--- config.mk ---
export PLATFORM = sky130hd
export DESIGN_NAME = hazard_fwd_ctrl
export DESIGN_NICKNAME = d
export VERILOG_FILES = /design/src/rtl/hazard_pkg.sv /design/src/rtl/fwd_mux_sel.sv /design/src/rtl/hazard_fwd_ctrl.sv
export SDC_FILE = /design/constraint.sdc
export NUM_CORES = 1
export LEC_CHECK = 0
export ABC_CLOCK_PERIOD_IN_PS = 4900
export CORE_ASPECT_RATIO = 0.8
export CORE_MARGIN = 4
export CORE_UTILIZATION = 46
export CTS_CLUSTER_SIZE = 16
export DETAILED_ROUTE_END_ITERATION = 16
export GPL_TIMING_DRIVEN = 1
export PLACE_DENSITY_LB_ADDON = 0.2
export SKIP_CTS_REPAIR_TIMING = 1
export SLEW_MARGIN = 10
export SYNTH_ARGS = -nofsm -noshare
export SYNTH_HDL_FRONTEND = slang
export SYNTH_SLANG_ARGS = --single-unit
--- constraint.sdc ---
create_clock -name clk -period 4.9 [get_ports clk]
set_clock_uncertainty 0.1 [all_clocks]
set_input_delay 1.47 -clock clk [delete_from_list [all_inputs] [get_ports clk]]
set_output_delay 1.47 -clock clk [all_outputs]
set_load 0.02 [all_outputs]
--- src/rtl/hazard_pkg.sv ---
// Shared definitions for the data-hazard block.
//   stall_state_e : stall controller state encoding
//   FWD_*         : EX operand mux select codes
package hazard_pkg;

  typedef enum logic [1:0] {
    StRun     = 2'd0,
    StLuStall = 2'd1,
    StFreeze  = 2'd2
  } stall_state_e;

  localparam logic [1:0] FWD_RF    = 2'b00;
  localparam logic [1:0] FWD_EXMEM = 2'b10;
  localparam logic [1:0] FWD_MEMWB = 2'b01;

endpackage

--- src/rtl/fwd_mux_sel.sv ---
// Per-operand forward-select comparator.
//   src           : source register index of one ID/EX operand
//   mem_reg_write : EX/MEM writes the register file
//   mem_dst       : EX/MEM destination register
//   wb_reg_write  : MEM/WB writes the register file
//   wb_dst        : MEM/WB destination register
//   sel           : FWD_EXMEM / FWD_MEMWB / FWD_RF, EX/MEM taking priority
module fwd_mux_sel
  import hazard_pkg::*;
#(
  parameter int unsigned REG_W = 5
) (
  input  logic [REG_W-1:0] src,
  input  logic             mem_reg_write,
  input  logic [REG_W-1:0] mem_dst,
  input  logic             wb_reg_write,
  input  logic [REG_W-1:0] wb_dst,
  output logic [1:0]       sel
);

  logic mem_hit;
  logic wb_hit;

  // Register 0 is hard-wired, so a write to it never produces a hazard.
  assign mem_hit = mem_reg_write && (mem_dst != '0) && (mem_dst == src);
  assign wb_hit  = wb_reg_write && (wb_dst != '0) && (wb_dst == src);

  always_comb begin
    sel = FWD_RF;
    if (mem_hit) begin
      sel = FWD_EXMEM;
    end else if (wb_hit) begin
      sel = FWD_MEMWB;
    end
  end

endmodule

--- src/rtl/hazard_fwd_ctrl.sv ---
// Data-hazard controller beside the ID/EX boundary.
//   Forwarding (combinational): fwd_sel per EX operand, fwd_m2m for store data.
//   Load-use stall FSM: inserts LU_BUBBLES bubbles via pc_we/ifid_we/idex_bubble
//   and freezes the whole pipe (no bubble) while dmem_wait is high.
//   stall_cycles: saturating count of bubble cycles, cleared by cnt_clr.
// While rst_n is low every combinational output is forced to its idle value.
module hazard_fwd_ctrl
  import hazard_pkg::*;
#(
  parameter int unsigned REG_W      = 5,
  parameter int unsigned N_SRC      = 2,
  parameter int unsigned LU_BUBBLES = 1,
  parameter int unsigned CNT_W      = 16
) (
  input  logic                   clk,
  input  logic                   rst_n,
  input  logic [N_SRC*REG_W-1:0] id_src,
  input  logic [N_SRC-1:0]       id_src_used,
  input  logic [N_SRC*REG_W-1:0] ex_src,
  input  logic                   ex_mem_read,
  input  logic [REG_W-1:0]       ex_dst,
  input  logic                   mem_reg_write,
  input  logic [REG_W-1:0]       mem_dst,
  input  logic                   mem_mem_write,
  input  logic [REG_W-1:0]       mem_rt,
  input  logic                   wb_reg_write,
  input  logic [REG_W-1:0]       wb_dst,
  input  logic                   wb_memtoreg,
  input  logic                   dmem_wait,
  input  logic                   id_flush,
  input  logic                   cnt_clr,
  output logic [2*N_SRC-1:0]     fwd_sel,
  output logic                   fwd_m2m,
  output logic                   pc_we,
  output logic                   ifid_we,
  output logic                   idex_bubble,
  output logic [CNT_W-1:0]       stall_cycles
);

  localparam int unsigned BCNT_W = $clog2(LU_BUBBLES + 1);

  // Forwarding
  logic [2*N_SRC-1:0] fwd_sel_raw;

  for (genvar k = 0; k < N_SRC; k++) begin : g_fwd
    fwd_mux_sel #(
      .REG_W(REG_W)
    ) u_fwd_mux_sel (
      .src          (ex_src[k*REG_W +: REG_W]),
      .mem_reg_write(mem_reg_write),
      .mem_dst      (mem_dst),
      .wb_reg_write (wb_reg_write),
      .wb_dst       (wb_dst),
      .sel          (fwd_sel_raw[2*k +: 2])
    );
  end

  logic fwd_m2m_raw;
  assign fwd_m2m_raw = mem_mem_write && wb_memtoreg && (wb_dst != '0) && (wb_dst == mem_rt);

  // Load-use detection
  logic lu_hit;
  always_comb begin
    lu_hit = 1'b0;
    for (int k = 0; k < N_SRC; k++) begin
      if (id_src_used[k] && (id_src[k*REG_W +: REG_W] == ex_dst)) begin
        lu_hit = 1'b1;
      end
    end
    lu_hit = lu_hit && ex_mem_read && (ex_dst != '0);
  end

  // Stall FSM
  stall_state_e      state_q, state_d;
  stall_state_e      ret_q, ret_d;
  stall_state_e      eff_state;
  logic [BCNT_W-1:0] bcnt_q, bcnt_d;
  logic              flush_eff;
  logic              pc_we_raw;
  logic              bubble_raw;

  // When the memory releases, FREEZE hands the cycle straight to the saved
  // state so the stall window grows by exactly the number of wait cycles.
  assign eff_state = (state_q == StFreeze && !dmem_wait) ? ret_q : state_q;
  // A flush arriving while frozen is not acted upon, even on the release cycle.
  assign flush_eff = id_flush && (state_q != StFreeze);

  always_comb begin
    state_d    = eff_state;
    ret_d      = ret_q;
    bcnt_d     = bcnt_q;
    pc_we_raw  = 1'b1;
    bubble_raw = 1'b0;
    unique case (eff_state)
      StRun: begin
        if (dmem_wait) begin
          pc_we_raw = 1'b0;
          state_d   = StFreeze;
          ret_d     = StRun;
        end else if (lu_hit && !flush_eff) begin
          pc_we_raw  = 1'b0;
          bubble_raw = 1'b1;
          if (LU_BUBBLES > 1) begin
            state_d = StLuStall;
            bcnt_d  = BCNT_W'(LU_BUBBLES - 1);
          end
        end
      end
      StLuStall: begin
        pc_we_raw = 1'b0;
        if (dmem_wait) begin
          state_d = StFreeze;
          ret_d   = StLuStall;
        end else begin
          bubble_raw = 1'b1;
          if (flush_eff) begin
            state_d = StRun;
            bcnt_d  = '0;
          end else begin
            bcnt_d = bcnt_q - BCNT_W'(1);
            if (bcnt_q == BCNT_W'(1)) begin
              state_d = StRun;
            end
          end
        end
      end
      StFreeze: begin
        pc_we_raw = 1'b0;
      end
      default: begin
        state_d = StRun;
      end
    endcase
  end

  always_ff @(posedge clk or negedge rst_n) begin
    if (!rst_n) begin
      state_q <= StRun;
      ret_q   <= StRun;
      bcnt_q  <= '0;
    end else begin
      state_q <= state_d;
      ret_q   <= ret_d;
      bcnt_q  <= bcnt_d;
    end
  end

  // Outputs, forced idle during reset
  always_comb begin
    fwd_sel     = '0;
    fwd_m2m     = 1'b0;
    pc_we       = 1'b1;
    ifid_we     = 1'b1;
    idex_bubble = 1'b0;
    if (rst_n) begin
      fwd_sel     = fwd_sel_raw;
      fwd_m2m     = fwd_m2m_raw;
      pc_we       = pc_we_raw;
      ifid_we     = pc_we_raw;
      idex_bubble = bubble_raw;
    end
  end

  // Stall counter
  logic [CNT_W-1:0] cnt_q, cnt_d;

  always_comb begin
    cnt_d = cnt_q;
    if (cnt_clr) begin
      cnt_d = '0;
    end else if (idex_bubble && !(&cnt_q)) begin
      cnt_d = cnt_q + CNT_W'(1);
    end
  end

  always_ff @(posedge clk or negedge rst_n) begin
    if (!rst_n) begin
      cnt_q <= '0;
    end else begin
      cnt_q <= cnt_d;
    end
  end

  assign stall_cycles = cnt_q;

endmodule

==> results.py <==
metrics = {
    "final_layout": {
        "syn2layout_area_growth_pct": 60.5,
        "nets": 358,
        "drive_gt1_frac": 0.171,
        "layout_commonest_cell": "clkdlybuf4s50_1",
        "final_cell_mix": "66 x clkdlybuf4s50_1, 35 x xnor2_1, 30 x buf_4, 21 x nor2_1, 20 x dfrtp_1",
        "fin_area_um2": 2780,
        "n_antenna_cell": 0,
        "fill_cells": 262,
    },
    "clock_network": {
        "cts_root_buffer": "clkbuf_8",
        "htreeDepth": 1,
        "cts_sinks": 20,
        "clk_pin_slew_ns": 0.07,
        "clock_latency_ns": 0.25,
        "max-clock-path-buffers": 2,
        "cts_tree": "built",
        "cts_buffers": 3,
    },
    "synthesis": {
        "synth_seq_cells": 20,
        "ys.warnings.count": 0,
        "avgSynthCellArea_um2": 8.89,
        "syn_nets": 253,
        "postSynthCellCount": 195,
        "ys_types": 43,
        "yosysSeqAreaShare": 0.289,
        "syn-cell-area_um2": 1730,
    },
    "drt": {
        "vias": 1770,
        "drt-vias-per-instance": 5.21,
        "drc": 0,
        "dr.first_iter.drc_count": 99,
        "postRouteAntennaNets": 0,
        "wirelength_um": 5100,
        "drtPass1Iterations": 4,
        "wl_per_cell_um": 15.0,
    },
    "worst_setup_path": {
        "arrival_ns": 3.27,
        "start_kind": "input pin",
        "critical_path_required_ns": 3.33,
        "reg2reg_setup_slack_ns": 2.41,
        "critical_path_class": "in2out",
        "crit_fanout": 2,
        "crit_path_end_kind": "output pin",
    },
    "sta": {
        "fmax_mhz": 207,
        "finalCritPeriodShare": 0.987,
        "finalSetupTns_ns": 0,
        "fin_crit_ns": 4.84,
        "finalHoldViolations": 0,
        "rsz0062_at_grt": "false",
        "relSlewSlack": 0.556,
        "whs_ns": 0.418,
        "worstMarginPinSlew_ns": 0.665,
        "setup_viol": 0,
        "drv_slew": 0,
    },
    "die": {
        "fp.dieW_um": 76.6,
        "die_h_um": 62.9,
        "dieArea_um2": 4820,
        "placementRows": 19,
        "num_io_pins": 76,
        "start_util": 0.493,
        "fp.coreArea_um2": 3520,
    },
    "power": {
        "p_leak_nw": 1.24,
        "pwr_density_cell_nw_per_um2": 143,
        "peakVddDrop_uv": 152,
    },
    "placed_design": {
        "dp_hpwl_um": 4270,
        "io_buffers": 75,
        "dpl_cell_area_um2": 2710,
        "gp_congestion": 0.900,
    },
    "global_routing": {
        "overflow": 0,
        "grt_pass1_wl_um": 8430,
        "antenna_found_initial": 0,
        "grt_start_max_net_pins": 21,
        "grt_pass1_vias": 1799,
        "grt_use_total": 0.215,
    },
    "min_path": {
        "hold_path_class": "reg2reg",
    },
    "job": {
        "cap_violations": 0,
    },
    "run_status": {
        "status": "finished clean",
    },
}
[metrics by stage]
stage | total power [W] | setup slack (ns) | util | std cells
finish | 0.000397 | 0.0649 | 0.791 | 340
floorplan | 0.000215 | 0.417 | - | 195
detailed placement | 0.000294 | -0.472 | 0.771 | 337
CTS | 0.000400 | -0.478 | 0.783 | 340
global route | 0.000419 | 0.00454 | 0.791 | 340
global placement | 0.000292 | -0.454 | 0.771 | 337
[cells in the mapped netlist, drive strengths merged]
| master | count | share of area |
|---|---|---|
| xnor2 | 35 | 0.18 |
| nor2 | 21 | 0.045 |
| dfrtp | 20 | 0.29 |
| nand2 | 14 | 0.032 |
| nand3 | 14 | 0.040 |
| xor2 | 11 | 0.056 |
| inv | 8 | 0.017 |
| a21oi | 7 | 0.022 |
| o21ai | 7 | 0.022 |
| a211oi | 6 | 0.026 |
| ha | 6 | 0.043 |
| nand4 | 6 | 0.025 |
| nor3 | 6 | 0.017 |
| and2 | 3 | 0.012 |
| buf | 3 | 0.017 |
| nor4 | 3 | 0.019 |
| a2111oi | 2 | 0.032 |
| a31o | 2 | 0.010 |
| and2b | 2 | 0.0094 |
| clkbuf | 2 | 0.010 |
| mux2 | 2 | 0.013 |
| nand2b | 2 | 0.0072 |
| nor2b | 2 | 0.0072 |
| o22ai | 2 | 0.0072 |
| or4 | 2 | 0.0087 |
| a21boi | 1 | 0.0043 |
| a31oi | 1 | 0.0036 |
| mux2i | 1 | 0.0058 |
| o211a | 1 | 0.0058 |
| o211ai | 1 | 0.0043 |
| o311a | 1 | 0.0065 |
| or3 | 1 | 0.0036 |
[report_power, final]
part,total [W],leakage [nW],internal [W],switching (W)
Clock,0.000106,0.0216,0.0000547,0.0000514
Sequential,0.000167,0.277,0.000166,0.00000145
Combinational,0.000124,0.938,0.0000748,0.0000488
[metal layers]
metal	wire length, µm	GRT usage	up-vias
li1	-	-	882
met1	2100	0.266	828
met2	2680	0.393	54
met3	244	0.0389	6
met4	74	0.0362	0
met5	0	0	-
[logic make-up (layout without fill, tap and decap cells)]
family,after synthesis,in the layout,share of synthesized area
fa+ha+maj,6,6,0.0433
flops,20,20,0.289
compound gates,31,31,0.144
buf+inv,13,116,0.0448
xor+xnor,46,46,0.232
simple gates,76,76,0.227
mux,3,3,0.0188
[final timing paths]
check / from / depth (start not counted) / endpoint
max in group asynchronous: rst_n / 2 / state_q[1]$_DFF_PN0_
hold reg to reg: bcnt_q$_DFFE_PN0P_ / 2 / bcnt_q$_DFFE_PN0P_
hold / removal: bcnt_q$_DFFE_PN0P_ / 2 / bcnt_q$_DFFE_PN0P_
min in group asynchronous: rst_n / 2 / bcnt_q$_DFFE_PN0P_
setup reg to reg: stall_cycles[0]$_DFFE_PN0P_ / 9 / stall_cycles[9]$_DFFE_PN0P_
setup / recovery: ex_dst[1] / 8 / ifid_we
[layout make-up]
cell class	count	area, µm²	area share
repair buffers	105	983	0.354
inverters	8	30.0	0.0108
well taps	42	52.6	0.0189
flip-flops and latches	20	500	0.180
multi-input cells	162	1170	0.422
clock buffers	3	41.3	0.0148
[critical path: stages]
cell	delay, ns
clkdlybuf4s50_1	0.42
or3_1	0.35
o311a_2	0.35
and2_2	0.20
o21ai_0	0.12
o21ai_0	0.10
nand2_1	0.09
buf_2	0.16
[state kept, by name (all words and copies together), names as in the netlist]
register,cells
bcnt_q,1
ret_q,1
stall_cycles,16
state_q,2
Note: power is estimated with default switching activity, not from simulation.
